### src/rtl/mem_arbiter.sv
// rtl/mem_arbiter.sv - two-requester arbiter for a shared single-port memory
module mem_arbiter #(
  parameter int WIDTH = 32
) (
  input  logic             clk,
  input  logic             reset,
  input  logic             m0_req,
  input  logic             m1_req,
  input  logic             m0_we,
  input  logic             m1_we,
  input  logic [WIDTH-1:0] m0_adr,
  input  logic [WIDTH-1:0] m1_adr,
  input  logic [WIDTH-1:0] m0_wdata,
  input  logic [WIDTH-1:0] m1_wdata,
  input  logic             m1_lock,
  output logic             m0_ack,
  output logic             m1_ack,
  output logic [WIDTH-1:0] m0_rdata,
  output logic [WIDTH-1:0] m1_rdata,
  output logic             memread,
  output logic             memwrite,
  output logic [WIDTH-1:0] adr,
  output logic [WIDTH-1:0] writedata,
  input  logic [WIDTH-1:0] memdata,
  output logic [1:0]       grant,
  output logic             busy
);

  // Every transfer walks the same four states; strobes and acks decode from them.
  typedef enum logic [1:0] {
    S_IDLE    = 2'd0,
    S_ACCESS  = 2'd1,
    S_CAPTURE = 2'd2,
    S_ACK     = 2'd3
  } state_t;

  state_t           state_q, state_d;
  logic [1:0]       grant_q, grant_d;
  logic             last_m1_q, last_m1_d;
  logic             we_q, we_d;
  logic [WIDTH-1:0] adr_q, adr_d;
  logic [WIDTH-1:0] wdata_q, wdata_d;
  logic [WIDTH-1:0] m0_rdata_q, m0_rdata_d;
  logic [WIDTH-1:0] m1_rdata_q, m1_rdata_d;
  logic             pick_m1;

  // Winner selection: a lone requester wins; a tie goes to a locked m1,
  // otherwise to whichever requester was not served last.
  always_comb begin
    pick_m1 = 1'b0;
    if (m0_req && m1_req) begin
      pick_m1 = m1_lock ? 1'b1 : ~last_m1_q;
    end else begin
      pick_m1 = m1_req;
    end
  end

  // Next-state and datapath updates; the requester inputs are only looked
  // at in IDLE, afterwards the latched copies drive the memory port.
  always_comb begin
    state_d    = state_q;
    grant_d    = grant_q;
    last_m1_d  = last_m1_q;
    we_d       = we_q;
    adr_d      = adr_q;
    wdata_d    = wdata_q;
    m0_rdata_d = m0_rdata_q;
    m1_rdata_d = m1_rdata_q;
    case (state_q)
      S_IDLE: begin
        if (m0_req || m1_req) begin
          state_d   = S_ACCESS;
          grant_d   = pick_m1 ? 2'b10 : 2'b01;
          last_m1_d = pick_m1;
          we_d      = pick_m1 ? m1_we    : m0_we;
          adr_d     = pick_m1 ? m1_adr   : m0_adr;
          wdata_d   = pick_m1 ? m1_wdata : m0_wdata;
        end
      end
      S_ACCESS: begin
        state_d = S_CAPTURE;
      end
      S_CAPTURE: begin
        state_d = S_ACK;
        // memdata is valid in this cycle only, one cycle after the read strobe
        if (!we_q) begin
          if (grant_q[1]) begin
            m1_rdata_d = memdata;
          end else if (grant_q[0]) begin
            m0_rdata_d = memdata;
          end
        end
      end
      S_ACK: begin
        state_d = S_IDLE;
        grant_d = 2'b00;
      end
      default: begin
        state_d = S_IDLE;
        grant_d = 2'b00;
      end
    endcase
  end

  // State and datapath registers; reset aborts any transfer in flight and
  // leaves last-grant pointing at m1 so m0 wins the first tie.
  always_ff @(posedge clk or negedge reset) begin
    if (!reset) begin
      state_q    <= S_IDLE;
      grant_q    <= 2'b00;
      last_m1_q  <= 1'b1;
      we_q       <= 1'b0;
      adr_q      <= '0;
      wdata_q    <= '0;
      m0_rdata_q <= '0;
      m1_rdata_q <= '0;
    end else begin
      state_q    <= state_d;
      grant_q    <= grant_d;
      last_m1_q  <= last_m1_d;
      we_q       <= we_d;
      adr_q      <= adr_d;
      wdata_q    <= wdata_d;
      m0_rdata_q <= m0_rdata_d;
      m1_rdata_q <= m1_rdata_d;
    end
  end

  // Strobes and acks decode straight from state so reset drops them at once;
  // the one-hot grant keeps the two acks mutually exclusive.
  always_comb begin
    memread   = (state_q == S_ACCESS) && !we_q;
    memwrite  = (state_q == S_ACCESS) && we_q;
    m0_ack    = (state_q == S_ACK) && grant_q[0];
    m1_ack    = (state_q == S_ACK) && grant_q[1];
    busy      = (state_q != S_IDLE);
    grant     = grant_q;
    adr       = adr_q;
    writedata = wdata_q;
    m0_rdata  = m0_rdata_q;
    m1_rdata  = m1_rdata_q;
  end

endmodule

### config.mk
export PLATFORM = sky130hd
export DESIGN_NAME = mem_arbiter
export DESIGN_NICKNAME = d
export VERILOG_FILES = /design/src/rtl/mem_arbiter.sv
export SDC_FILE = /design/constraint.sdc
export NUM_CORES = 1
export LEC_CHECK = 0
export ABC_CLOCK_PERIOD_IN_PS = 1800
export CORE_MARGIN = 4
export CORE_UTILIZATION = 30
export CTS_CLUSTER_SIZE = 8
export DETAILED_ROUTE_END_ITERATION = 10
export PLACE_DENSITY = 0.75
export REMOVE_ABC_BUFFERS = 1
export SKIP_LAST_GASP = 1
export SYNTH_ARGS = -nofsm -noshare
export SYNTH_HDL_FRONTEND = slang
export SYNTH_SLANG_ARGS = --single-unit
### constraint.sdc
create_clock -name clk -period 1.8 [get_ports clk]
set_clock_uncertainty 0.15 [all_clocks]
set_input_delay 0.18 -clock clk [delete_from_list [all_inputs] [get_ports clk]]
set_output_delay 0.18 -clock clk [all_outputs]
set_load 0.05 [all_outputs]
After elaboration in Yosys (flattened, before gate mapping) --
Index checks and enable logic that the tools add are counted. Widths: inputs -> output; s select.
Storage, ports and cells: register bits 134, latch bits 0, memory bits (writable) 0, ROM bits 0, input port bits 167, output and inout bits 135, logic and storage cells 39, memories kept 0
Operators by class: add/sub/neg operators 0, multipliers 0, div/mod/pow operators 0, magnitude comparators 0, eq/ne operators 4, shifts and indexed selects 0, mux-type cells 10, bitwise gates (word level) 3, reductions and logical operators 14
Operators by type and width (count):
- $mux 32 | 2
- $pmux 2 s4 | 1
- $mux 2 | 3
- $logic_and 1x1->1 | 5
- $eq 2x2->1 const B | 2
- $pmux 2 s2 | 1
- $reduce_and 2->1 | 2
- $reduce_and 4->1 | 1
- $reduce_bool 2->1 | 2
- $mux 1 | 3
- $not 1->1 | 3
- $reduce_and 3->1 | 1
- $eq 2x1->1 const B | 1
- $logic_not 2->1 | 1
- $ne 2x2->1 const B | 1
- $logic_not 1->1 | 1
- $logic_or 1x1->1 | 1

Logic depth before layout (Yosys ltp) --
depth after elaboration 6, gate-level depth with buffers 8, depth with buffers taken out 5

Worst setup path before layout --
Ideal clock, no wire load.
path type reg2reg, from register state_q[0], to register m0_rdata_q[10], in the netlist m0_rdata[10], library setup time 0.128 ns, data arrival time 1.578 ns, data required time 1.522 ns, setup slack -0.056 ns, cell stages (with the launch flop) 7, buffers on the path 2, path through dfrtp_1 inv_1 ha_1 nor4bb_1 buf_2 buf_4 mux2_1
On the way: longest elaborated chain between the ends 2
RTL lines:
- from (decl) | line 37 | state_t state_q, state_d;
- from (signal assigned) | line 118 | state_q <= state_d;
- $eq 2x2->1 | line 69 | case (state_q)
- $reduce_and 4->1 (no source line)
- to (signal assigned) | line 124 | m0_rdata_q <= m0_rdata_d;
- to (decl) | line 43 | logic [WIDTH-1:0] m0_rdata_q, m0_rdata_d;
Every way passes these cells. A chain may end at the register's enable or synchronous reset.

Worst setup path after layout --
from register state_q[1], to output memread
On the way: longest elaborated chain between the ends 2
RTL lines:
- $eq 2x1->1 | line 132 | memread = (state_q == S_ACCESS) && !we_q;
- $logic_and 1x1->1 | line 132
- to (decl) | line 20 | output logic memread,
Every way passes these cells.

==> impl_results.md <==
- Clock sinks: between 100 and 150
- Cells after synthesis: between 500 and 600
- Yosys warns: 0
- Main synth FF type: dfrtp_1
- Layout cells sized above 1: 0.402
- Critical Path AT: about 1.5 ns
- Die area: around 23000 um^2
- Row count: between 50 and 60
- Failing checks: setup timing
- Most common cell after layout, fill and taps aside: clkdlybuf4s50_1
- Synthesized area: around 6200 um^2
- FFs w/ async S/R, synth: 1.00
- Final Setup Violations: 2
- Routed vias/inst: about 5
- Commonest cells after routing, fill and taps aside: 164 x clkdlybuf4s50_1, 156 x buf_4, 132 x dfrtp_1
- F_max: 554 MHz
- Status: complete, but fails checks
- Tmin final: 1.80 ns
- CTS tree: yes
- Class of the most critical setup path: register to output port
- CTS Root Cell: clkbuf_16
- H-tree Lvls: 4
- Inserted Diodes: 0
- Final Hold Violating Endpoints: 0
- CP max-delay cell: dfrtp_2
- Clock latency on the worst-skew pair: between 0.4 and 0.5 ns
- Routed Antenna Nets: 0
- Placed inst area: 9480 um^2
- Clock Tree Buf Depth: 2
- Die Width: approximately 150 um
- GPL Wtd Cong: between 0.8 and 0.9
- Detailed placer's ending HPWL: roughly 16000 um
- #FFs+latches synth: approximately 130
- P_leak: 4.98 nW
- Unrepaired setup endpoints after global routing: true
- Worst vdd rail ir drop: around 1100 uV
- WL per Instance: between 20 and 25 um
- First-pass GRT wire length: between 30000 and 40000 um
- CP Max Fanout: 3
- Starting Density: 0.306
- Worst-Margin Slew: approximately 0.49 ns
- Nets: around 1100
- DRT iter0 DRCs: between 200 and 250
- Data required, critical path: roughly 1.5 ns
- Yosys top cell by area: dfrtp_1
- Crit path largest cell delay: ~0.44 ns
- Netlist cell types: 30
- Drt first pass iters: 5
- Initial antenna violation count: 0
- Total CTS buffers: 17
- Die height: between 150 and 200 um
- Slew Limit Headroom: 0.677
- Crit path launch type: register
- Max_cap viols: 0
- DR vias: ~6000
- Mapped Avg Cell Area: around 11 um^2
- Cell area after layout: ~11000 um^2
- GRT Resource Usage Total: 0.188
- DRC Markers: 0
- Worst path cell trace: inv_2 > buf_6 > ha_4 > nor2b_4 > buf_12
- Worst setup margin: -0.00390 ns
- EDFF count, synth: 0
- Routed Wire Length: between 20000 and 25000 um
- Largest net degree at the start of global routing: 47
- GRT overflow: 0
- Sequential share of the synthesized area: 0.538
- Final Cycle Share: 1.00
- Power Density: around 2200 nW/um^2
- Clk slew on worst S/H paths: 0.06 ns
- Number of global-route vias before repair: between 6000 and 7000
- Ports: 302
- Worst min-delay path category: input pin to async pin
- Port bufs: 301
- Slew Viols, Final: 0
- Core box area: roughly 20000 um^2
- Crit. End Element: output port
- Layout area overhead: 75.9%
- Synth top area share: 0.534
- Min Hold Slack: 0.104 ns
- Synth top area cells: dfrtp_1 53%, mux2_1 12%, o211ai_2 10%
[metrics by stage]
step | total power, mW | std cells | utilization | setup TNS [ns] | worst slack [ns]
3_3_place_gp | 18.0 | 1101 | 0.465 | -0.0855 | -0.00590
3_5_place_dp | 18.3 | 1101 | 0.465 | -1.62 | -0.0660
4_1_cts | 22.8 | 1146 | 0.513 | -1.67 | -0.0955
2_1_floorplan | 13.4 | 493 | - | -235.56 | -2.87
5_1_grt | 24.7 | 1163 | 0.538 | -2.57 | -0.0778
6_report | 23.6 | 1163 | 0.538 | -0.00418 | -0.00390
[synth_stat cells (6+ instances only)]
cell        n
dfrtp_1   133
nand2_1   132
mux2_1     65
nand4_1    65
o211ai_2   50
clkbuf_1   21
buf_2      16
o211ai_1   15
buf_6       6
ha_1        6
[critical path, delay by kind of cell, from the launching register on]
| kind | cells | cell delay (ns) |
|---|---|---|
| buf+inv | 3 | 0.35 |
| flops | 1 | 0.44 |
| fa+ha+maj | 1 | 0.12 |
| simple gates | 1 | 0.15 |
[flip-flops by register name (all words and copies together) (netlist names)]
signal	flops
adr	32
grant	2
last_m1_q	1
m0_rdata	32
m1_rdata	32
state_q	2
we_q	1
writedata	32
[cells by family (layout without fill, tap and decap cells)]
logic type	count (synthesis)	count (layout)	synth area share
DFF	134	134	0.538
muxes	65	65	0.117
AOI/OAI and AO/OA	74	74	0.127
buffers and inverters	55	404	0.0460
and+or+nand+nor	210	210	0.159
adders and majority gates	6	6	0.0120
[where the power goes]
group          internal, mW  total [mW]  switching (mW)
Combinational          5.36        14.3            8.99
Clock                  2.23        3.69            1.46
Sequential             4.57        5.60            1.04
Total                  12.1        23.6            11.5
[cell type report]
| class | count | area (um^2) |
|---|---|---|
| Timing Repair Buffer | 368 | 3650 |
| Tap cell | 270 | 338 |
| Clock inverter | 14 | 185 |
| Multi-Input combinational cell | 355 | 2980 |
| Clock buffer | 18 | 429 |
| Sequential cell | 134 | 3360 |
| Inverter | 4 | 20.0 |
| Fill cell | 1731 | 9400 |
[routing by layer]
| layer | track usage | wire length (um) | part of all wire | vias to the layer above |
|---|---|---|---|---|
| met5 | 0 | 0 | 0 | - |
| met1 | 0.230 | 9400 | 0.39 | 2870 |
| met2 | 0.315 | 12000 | 0.50 | 323 |
| met3 | 0.0713 | 2260 | 0.094 | 25 |
| li1 | - | - | - | 2631 |
| met4 | 0.0488 | 443 | 0.018 | 0 |
[final timing paths]
check,slack (ns),cells past startpoint,endpoint,startpoint
setup / recovery,-0.004,5,memread,state_q[1]
hold / removal,0.10,2,m0_rdata[27],reset
setup reg to reg,-0.004,9,adr[9],state_q[0]
hold reg to reg,0.33,2,last_m1_q,last_m1_q
max in group asynchronous,0.76,3,last_m1_q,reset
min in group clk,0.10,3,adr[12],m1_req
[timing repair]
item / 4_1_cts / 5_1_grt
setup endpoints to repair: 44 / 127
hold endpoints to repair: 133 / 0
gates cloned: 5 / 10
buffers inserted: 8 / 10
resized for setup: 47 / 78
pin swaps: 1 / 33
hold buffers: 1 / 0
No activity file was read; power rests on OpenSTA's default activity.
